--- src/rtl/conv_pkg.sv ---
// Shared constants and types for the convolution address/loop-count stage.
// Holds width defaults, header-decode constants and the decoded strobe bundle.
package conv_pkg;

    localparam int ADDR_W_DEF = 12;
    localparam int DIM_W_DEF  = 8;
    localparam int DATA_W_DEF = 16;

    // sel value that, together with a backward input-PC step, marks the row turn-around
    localparam logic [1:0] SEL_ROW_END = 2'b00;

    // smallest header dimension that still yields at least one output column/row
    localparam int DIM_MIN = 3;

    typedef struct packed {
        logic hdr_x;
        logic hdr_y;
        logic row_end;
        logic col_step;
    } strobe_t;

endpackage

--- src/rtl/conv_updown_cnt.sv ---
// Wrapping up/down counter with synchronous clear; opposing requests hold the
// count and raise a one-cycle conflict pulse.
module conv_updown_cnt #(
    parameter int W = 12
) (
    input  logic         clock,
    input  logic         reset,
    input  logic         clear,
    input  logic         up,
    input  logic         dn,
    output logic [W-1:0] count,
    output logic         conflict
);

    localparam logic [W-1:0] ONE = {{(W-1){1'b0}}, 1'b1};

    // NOTE: sequential state uses non-blocking assignments so every register samples
    // pre-edge values regardless of the order the simulator evaluates blocks.
    always_ff @(posedge clock or posedge reset) begin
        if (reset) begin
            count <= '0;
        end else if (clear) begin
            count <= '0;
        end else if (up && !dn) begin
            count <= count + ONE;
        end else if (dn && !up) begin
            count <= count - ONE;
        end
    end

    // a clear in the same cycle overrides the request, so it is not a conflict
    assign conflict = up & dn & ~clear;

endmodule

--- src/rtl/conv_addr_gen.sv ---
// Address and loop-count stage beside the conv controller FSM: input/output SRAM
// addresses, header dimension capture, column/row tracking and loop flags.
module conv_addr_gen
    import conv_pkg::*;
#(
    parameter int ADDR_W = ADDR_W_DEF,
    parameter int DIM_W  = DIM_W_DEF,
    parameter int DATA_W = DATA_W_DEF
) (
    input  logic              clock,
    input  logic              reset,
    input  logic              inc,
    input  logic              dec,
    input  logic              PCout,
    input  logic              flush,
    input  logic              data_or_dim,
    input  logic              x_or_y,
    input  logic              weight_data_sel,
    input  logic [1:0]        sel,
    input  logic              we,
    input  logic              Out_PC_inc,
    input  logic              Out_PC_out,
    input  logic [DATA_W-1:0] sram_rdata,
    output logic [ADDR_W-1:0] in_addr,
    output logic [ADDR_W-1:0] out_addr,
    output logic              out_we,
    output logic              x_dim_zero_flag,
    output logic              x_dim_sec_flag,
    output logic              stopper,
    output logic              err_incdec
);

    localparam logic [DIM_W-1:0] D_ONE = {{(DIM_W-1){1'b0}}, 1'b1};

    // header dimension -> loop count (valid 3x3 window positions), zero below DIM_MIN
    function automatic logic [DIM_W-1:0] dim_to_count(input logic [DIM_W-1:0] d);
        return (d >= DIM_W'(DIM_MIN)) ? d - DIM_W'(2) : '0;
    endfunction

    logic [DIM_W-1:0] x_dim;
    logic [DIM_W-1:0] col_left;
    logic [DIM_W-1:0] col_total;
    logic [DIM_W-1:0] rows_left;
    logic             done;
    logic [DIM_W-1:0] hdr_count;
    logic             in_conflict;
    logic             row_end_live;
    strobe_t          stb;

    assign stb.hdr_x    = PCout & ~data_or_dim & ~x_or_y & weight_data_sel;
    assign stb.hdr_y    = PCout & ~data_or_dim & x_or_y;
    assign stb.row_end  = PCout & dec & ~inc & data_or_dim & (sel == SEL_ROW_END);
    assign stb.col_step = Out_PC_inc & (col_left != '0);

    assign hdr_count    = dim_to_count(sram_rdata[DIM_W-1:0]);
    // a turn-around after the last row is ignored entirely
    assign row_end_live = stb.row_end & (rows_left != '0);

    conv_updown_cnt #(.W(ADDR_W)) u_in_pc (
        .clock    (clock),
        .reset    (reset),
        .clear    (flush),
        .up       (PCout & inc),
        .dn       (PCout & dec),
        .count    (in_addr),
        .conflict (in_conflict)
    );

    logic unused_out_conflict;

    conv_updown_cnt #(.W(ADDR_W)) u_out_pc (
        .clock    (clock),
        .reset    (reset),
        .clear    (flush),
        .up       (Out_PC_inc),
        .dn       (1'b0),
        .count    (out_addr),
        .conflict (unused_out_conflict)
    );

    always_ff @(posedge clock or posedge reset) begin
        if (reset) begin
            x_dim     <= '0;
            col_left  <= '0;
            col_total <= '0;
            rows_left <= '0;
            done      <= 1'b0;
        end else if (flush) begin
            x_dim     <= '0;
            col_left  <= '0;
            col_total <= '0;
            rows_left <= '0;
            done      <= 1'b0;
        end else begin
            // header capture beats reload, reload beats a column step
            if (stb.hdr_x) begin
                x_dim     <= sram_rdata[DIM_W-1:0];
                col_total <= hdr_count;
                col_left  <= hdr_count;
            end else if (row_end_live) begin
                col_left <= col_total;
            end else if (stb.col_step) begin
                col_left <= col_left - D_ONE;
            end

            if (stb.hdr_y) begin
                rows_left <= hdr_count;
                if (hdr_count == '0 || col_total == '0)
                    done <= 1'b1;
            end else if (row_end_live) begin
                rows_left <= rows_left - D_ONE;
                if (rows_left == D_ONE)
                    done <= 1'b1;
            end
        end
    end

    // survives flush so the FSM fault is visible until a full reset
    always_ff @(posedge clock or posedge reset) begin
        if (reset)
            err_incdec <= 1'b0;
        else if (in_conflict)
            err_incdec <= 1'b1;
    end

    assign x_dim_zero_flag = (col_left <= D_ONE) & (col_total != '0);
    assign x_dim_sec_flag  = (col_left <= (col_total >> 1)) & (col_total != '0);
    assign stopper         = done;
    assign out_we          = we & Out_PC_out;

    logic unused_bits;
    assign unused_bits = ^{sram_rdata[DATA_W-1:DIM_W], x_dim};

endmodule
--- config.mk ---
export PLATFORM = sky130hd
export DESIGN_NAME = conv_addr_gen
export DESIGN_NICKNAME = d
export VERILOG_FILES = /design/src/rtl/conv_pkg.sv /design/src/rtl/conv_updown_cnt.sv /design/src/rtl/conv_addr_gen.sv
export SDC_FILE = /design/constraint.sdc
export NUM_CORES = 1
export LEC_CHECK = 0
export ABC_AREA = 1
export CORE_ASPECT_RATIO = 1.25
export CORE_MARGIN = 5
export CORE_UTILIZATION = 59
export DETAILED_ROUTE_END_ITERATION = 8
export PLACE_DENSITY = 0.91
export SETUP_SLACK_MARGIN = 0.3
export SLEW_MARGIN = 20
export SYNTH_ARGS = -nofsm -noshare
export SYNTH_HDL_FRONTEND = slang
export SYNTH_SLANG_ARGS = --single-unit
--- constraint.sdc ---
create_clock -name clock -period 3 [get_ports clock]
set_input_delay 0.6 -clock clock [delete_from_list [all_inputs] [get_ports clock]]
set_output_delay 0.6 -clock clock [all_outputs]
set_load 0.03 [all_outputs]
==> results.yml, run 1 <==
place:
  gp_congestion: 0.933
  io_buffers: 50
  pre_cts_ws_ns: 0.0507
  hpwl_um: 7040
  dp.cells: 644
pwr:
  peakVddDrop_uv: 575
  power_leakage_nw: 2.20
  p_per_area_mw_per_mm2: 720
grt:
  grt_use_total_pct: 24.1
  antenna_found_initial: 0
  grt_pass1_vias: 3693
  grt_overflow: 0
  grt_max_degree: 24
  grt_pass1_wl_um: 15800
clock_network:
  clk_path_buf_depth: 2
  clk_pin_slew_ns: 0.10
  cts_hold_buf: 0
  cts_root_buf: "clkbuf_8"
  htree_num_levels: 2
  cts_sinks: 50
  cts-buffers-inserted: 5
  clk_latency_ns: 0.31
  cts_tree: "done"
logic_synthesis:
  synth_area_mm2: 0.00375
  synth_flop_cell: "dfrtp_1"
  synth-async-reset-ratio_pct: 100
  synth_fp_nets: 567
  synthTopCellsByCount: "127 x nand2_1, 65 x inv_1, 50 x dfrtp_1"
  synth_area_leaders: "dfrtp_1 33%, nand2_1 13%, ha_1 8.0%"
  ys_seq_elements: 50
  synth_edf_count: 0
  synth_cells: 512
  ys_seq_area_share_pct: 33.4
  yosys_warnings: 0
  post-synth-top-count-cell: "nand2_1"
  syn_area_per_cell_um2: 7.33
  synth_top_area_cell: "dfrtp_1"
  ys_types: 43
  yosys.area.top_type_share_pct: 33.4
status:
  run_status: "complete, no violations"
timing:
  worst_slack_ns: 0.459
  max_freq_mhz: 394
  drv_slew: 0
  hold_viol_final: 0
  finClkSkew_ns: 0.00718
  timing.slew.headroom_pct: 67.4
  setup-tns-final_ns: 0
  rsz0062_at_grt: "yes"
  worst_slew_pin_slew_ns: 0.489
  finalCritPeriodShare_pct: 84.7
  setup_viol: 0
  min_period_ns: 2.54
floorplanning:
  die_area_mm2: 0.00806
  start_util_pct: 60.8
  rows: 32
  num_io_pins: 59
  core_area_mm2: 0.00617
  die-height_um: 99.1
  die_w_um: 81.3
setup_path:
  arrival_ns: 2.75
  path_max_fanout: 11
  critPathKind: "in2reg"
  cp-end-kind: "flip-flop"
  critPathRequiredTime_ns: 3.21
  critPathLaunchType: "primary input"
detailed_routing:
  drc_errors: 0
  ant_nets: 0
  drtIter0Drc: 295
  first_pass_iters: 5
  vias_per_cell: 5.71
  vias: 3723
  drt_wl_total_um: 9340
  wl_per_cell_um: 14.3
layout:
  drive_gt1_share_pct: 12.0
  finalNonFillerCells: 652
  nets: 621
  diodes: 0
  syn_to_final_growth_pct: 20.1
flow_run:
  max-cap-violations: 0
hold_path:
  hp-class: "reg2reg"
==> area by class of cell <==
cell class	instances	area (µm²)
Clock buffer	5	68.8
Clock inverter	3	48.8
Fill cell	491	1660
Inverter	75	289
Multi-Input combinational cell	379	2200
Sequential cell	50	1250
Tap cell	85	106
Timing Repair Buffer	55	536
==> report_power, final <==
group	total [W]	leakage (nW)	switching (W)	internal (W)
Sequential	0.000968	0.660	0.000160	0.000809
Clock	0.000497	0.0563	0.000243	0.000254
Combinational	0.00178	1.48	0.00107	0.000705
==> cell usage in the layout, fill, tap and decap left out, drive strengths merged <==
master,count
buf,5
nor3,7
bufinv,1
a31oi,3
o31ai,2
nand3,46
a211oi,2
inv,76
fa,1
nand4,11
o2111ai,1
nor2,49
o21bai,1
o221a,1
ha,24
xor2,3
nand2,137
a32o,2
clkdlybuf4s50,48
o211ai,3
o21ai,41
a21oi,30
nor4,1
clkinvlp,1
o22ai,4
xnor2,3
dfrtp,50
dlymetal6s2s,1
o21a,7
clkbuf,6
==> sequential cells by signal, summed over array words and instances (netlist names) <==
name / flops
err_incdec: 1
stopper: 1
u_in_pc.count: 12
col_left: 8
rows_left: 8
col_total: 8
u_out_pc.count: 12
==> cell families (layout without fill, tap and decap cells) <==
logic type | Yosys count | after routing | share of synthesized area [%]
AND/OR/NAND/NOR | 251 | 251 | 31.9
AO/OA/AOI/OAI | 97 | 97 | 15.5
buffers and inverters | 83 | 138 | 9.31
flip-flops | 50 | 50 | 33.4
adder cells (fa/ha/maj) | 25 | 25 | 8.54
XOR/XNOR | 6 | 6 | 1.40
==> path summary, 6_finish.rpt <==
kind	from	slack, ns	cells past startpoint	endpoint
setup / recovery	PCout	0.46	14	u_in_pc.count[11]
hold / removal	err_incdec	0.49	1	err_incdec
setup reg to reg	col_left[0]	1.17	8	col_left[0]
hold reg to reg	err_incdec	0.49	1	err_incdec
max in group asynchronous	reset	1.75	3	col_total[0]
min in group asynchronous	reset	0.63	2	u_out_pc.count[11]
==> metrics by stage <==
step / area (µm²) / total power, W / hold WS [ns] / utilization, %
2_1_floorplan: 3750 / 0.00221 / 0.464 / -
3_3_place_gp: 4330 / 0.00260 / 0.461 / 70.3
3_5_place_dp: 4330 / 0.00267 / 0.465 / 70.3
4_1_cts: 4460 / 0.00318 / 0.492 / 72.3
5_1_grt: 4500 / 0.00351 / 0.526 / 73.1
6_report: 4500 / 0.00324 / 0.493 / 73.1
==> routing by layer <==
layer | track usage (%) | vias up | wire length (µm)
met2 | 43.5 | 145 | 4910
met4 | 9.62 | 0 | 257
met5 | 0 | - | 0
met1 | 27.5 | 1757 | 3610
met3 | 4.26 | 27 | 559
li1 | - | 1794 | -
==> critical path: stages <==
cell             delay (ns)
clkdlybuf4s50_1        0.55
nand2_2                0.11
nor2_4                 0.16
inv_4                  0.12
ha_2                   0.40
nand3_1                0.12
nand2_1                0.11
nand2_1                0.07
nand2_1                0.16
nand2_1                0.10
nand3_1                0.07
nand2_1                0.05
nand3_1                0.06
nand2_1                0.05
==> repair_timing <==
action                     CTS  global route
cloned                       0             0
setup buffers                0             0
setup endpoints to repair    2             7
gates resized for setup      3            11
pin swaps                    0             0
hold endpoints to repair     0             0
No activity file was read; power rests on OpenSTA's default activity.
==> run 2: changes to the inputs <==
--- a/config.mk
+++ b/config.mk
@@ -8,9 +8,9 @@
 export ABC_AREA = 1
 export CORE_ASPECT_RATIO = 1.25
 export CORE_MARGIN = 5
-export CORE_UTILIZATION = 59
+export CORE_UTILIZATION = 49
 export DETAILED_ROUTE_END_ITERATION = 8
-export PLACE_DENSITY = 0.91
+export PLACE_DENSITY = 0.81
 export SETUP_SLACK_MARGIN = 0.3
 export SLEW_MARGIN = 20
 export SYNTH_ARGS = -nofsm -noshare
==> constraint.sdc (replaced) <==
create_clock -name clock -period 2 [get_ports clock]
set_input_delay 0.4 -clock clock [delete_from_list [all_inputs] [get_ports clock]]
set_output_delay 0.4 -clock clock [all_outputs]
set_load 0.03 [all_outputs]
==> run 2 against run 1 <==
Effect of this change: the flow now finishes with violations (setup timing); sequential cell count stayed put; global-route usage is 0.22 points lower; core utilization is 2.0 points higher; wire length is 35% higher; final cell count is 13% higher; non-clock buffer count increased by 73; combinational power up 110%; setup slack worse by 0.71 ns; largest cell class unchanged.
==> results.yml, run 2 (synthesis gave the netlist of run 1 again) <==
status:
  run_status: "finished with violations"
  failed_checks: "setup timing"
setup_path:
  critPathKind: "reg2out"
  cp_cell_sequence: "inv_2, ha_1, nand2_1, nor2_1, nand4_1, a21oi_4, buf_6"
  cp-end-kind: "primary output"
  path_max_fanout: 3
  slowest_delay_ns: 0.38
  critPathLaunchType: "flip-flop"
  critPathRequiredTime_ns: 1.60
  cpMaxStageDelayCell: "dfrtp_1"
  arrival_ns: 1.85
  crit_buf_inv: 2
  critPathTopFamily: "simple AND/OR/NAND/NOR gates"
grt:
  grt_pass1_vias: 4143
  grt_overflow: 0
  antenna_found_initial: 0
  grt_max_degree: 29
  grt_pass1_wl_um: 18400
  grt_use_total_pct: 23.9
place:
  hpwl_um: 7850
  placed_area_mm2: 0.00484
  gp_congestion: 0.962
  io_buffers: 50
  dp.cells: 694
clock_network:
  cts_hold_buf: 0
  cts_sinks: 50
  clk_path_buf_depth: 2
  clk_pin_slew_ns: 0.11
  cts_tree: "done"
  cts-buffers-inserted: 5
  clk_latency_ns: 0.32
  htree_num_levels: 2
  cts_root_buf: "clkbuf_8"
timing:
  worst_slew_pin_slew_ns: 0.434
  finClkSkew_ns: 0.0135
  max_freq_mhz: 445
  timing.slew.headroom_pct: 70.9
  worst_slack_ns: -0.247
  drv_slew: 0
  hold_viol_final: 0
  setup_viol: 2
  min_period_ns: 2.25
  hold_slack_ns: 0.388
  rsz0062_at_grt: "yes"
  finalCritPeriodShare_pct: 112
floorplanning:
  num_io_pins: 59
  rows: 35
  start_util_pct: 50.7
  core_area_mm2: 0.00740
  die_area_mm2: 0.00952
  die-height_um: 108
  die_w_um: 88.3
layout:
  drive_gt1_share_pct: 33.6
  final_cell_area_mm2: 0.00556
  nets: 696
  final_cell_mix: "113 x nand2_1, 64 x buf_4, 48 x inv_1, 47 x dfrtp_1, 32 x nand3_1"
  fillerInstances: 499
  diodes: 0
  final_common_cell: "nand2_1"
  finalNonFillerCells: 734
  top_regs: "u_in_pc.count: 12 flops, u_out_pc.count: 12 flops"
  syn_to_final_growth_pct: 48.1
pwr:
  peakVddDrop_uv: 993
  p_per_area_mw_per_mm2: 1110
  total_power_w: 0.00616
  power_leakage_nw: 2.79
detailed_routing:
  first_pass_iters: 7
  vias_per_cell: 5.77
  drt_wl_total_um: 12600
  vias: 4232
  wl_per_cell_um: 17.1
  drc_errors: 0
  ant_nets: 0
  drtIter0Drc: 315
hold_path:
  hp-class: "in2async"
flow_run:
  max-cap-violations: 0
==> run 2: cell count changes in the layout (fill, tap and decap cells not counted), sizes merged <==
cell / change
dlymetal6s2s: +4
bufinv: +1
nand3: +1
clkinvlp: -1
dlygate4sd2: +27
buf: +79
clkdlybuf4s50: -36
==> run 2: path summary, 6_finish.rpt <==
kind                              start               end  slack [ns]  cells after the start
max reg2reg                 col_left[1]       col_left[7]        0.19                     12
min reg2reg                  err_incdec        err_incdec        0.50                      1
max                        col_total[6]    x_dim_sec_flag       -0.25                      7
min in group clock                  inc        err_incdec        0.45                      4
max in group asynchronous         reset  u_in_pc.count[1]        1.10                      3
min                               reset       col_left[2]        0.39                      2
==> run 2: report_power, final <==
group	internal [W]	switching, W
sequential	0.00122	0.000239
combinational	0.00160	0.00220
clock	0.000534	0.000369
==> run 2: metrics by stage <==
step / setup WS [ns] / utilization, % / TNS (ns)
global placement: -0.384 / 65.4 / -4.38
finish: -0.247 / 75.1 / -0.339
CTS: -0.130 / 69.7 / -0.130
floorplan: 0.171 / - / 0
detailed placement: -0.506 / 65.4 / -6.00
global route: -0.310 / 75.1 / -0.472
==> run 2: cell type report <==
cell class	instances	area, µm²	share of cell area (%)
Clock buffer	6	82.6	1.49
Clock inverter	2	60.1	1.08
Timing Repair Buffer	128	1160	20.8
Tap cell	92	115	2.07
Multi-Input combinational cell	380	2570	46.3
Timing Repair inverter	1	6.26	0.113
Sequential cell	50	1250	22.6
Inverter	75	307	5.52
==> run 2: metal layers <==
layer  vias to the layer above  global-route usage, %  share of wire [%]
li1                       1956                      -                  -
met5                         -                      0                  0
met1                      1991                   26.8                 37
met3                        50                   4.36                6.4
met4                         0                   10.5                4.1
met2                       235                   43.0                 52
==> run 2: timing repair <==
action / 4_1_cts / 5_1_grt
buffers inserted: 11 / 19
gates cloned: 2 / 0
setup endpoints to repair: 62 / 33
resized for setup: 80 / 75
pin swaps: 19 / 34
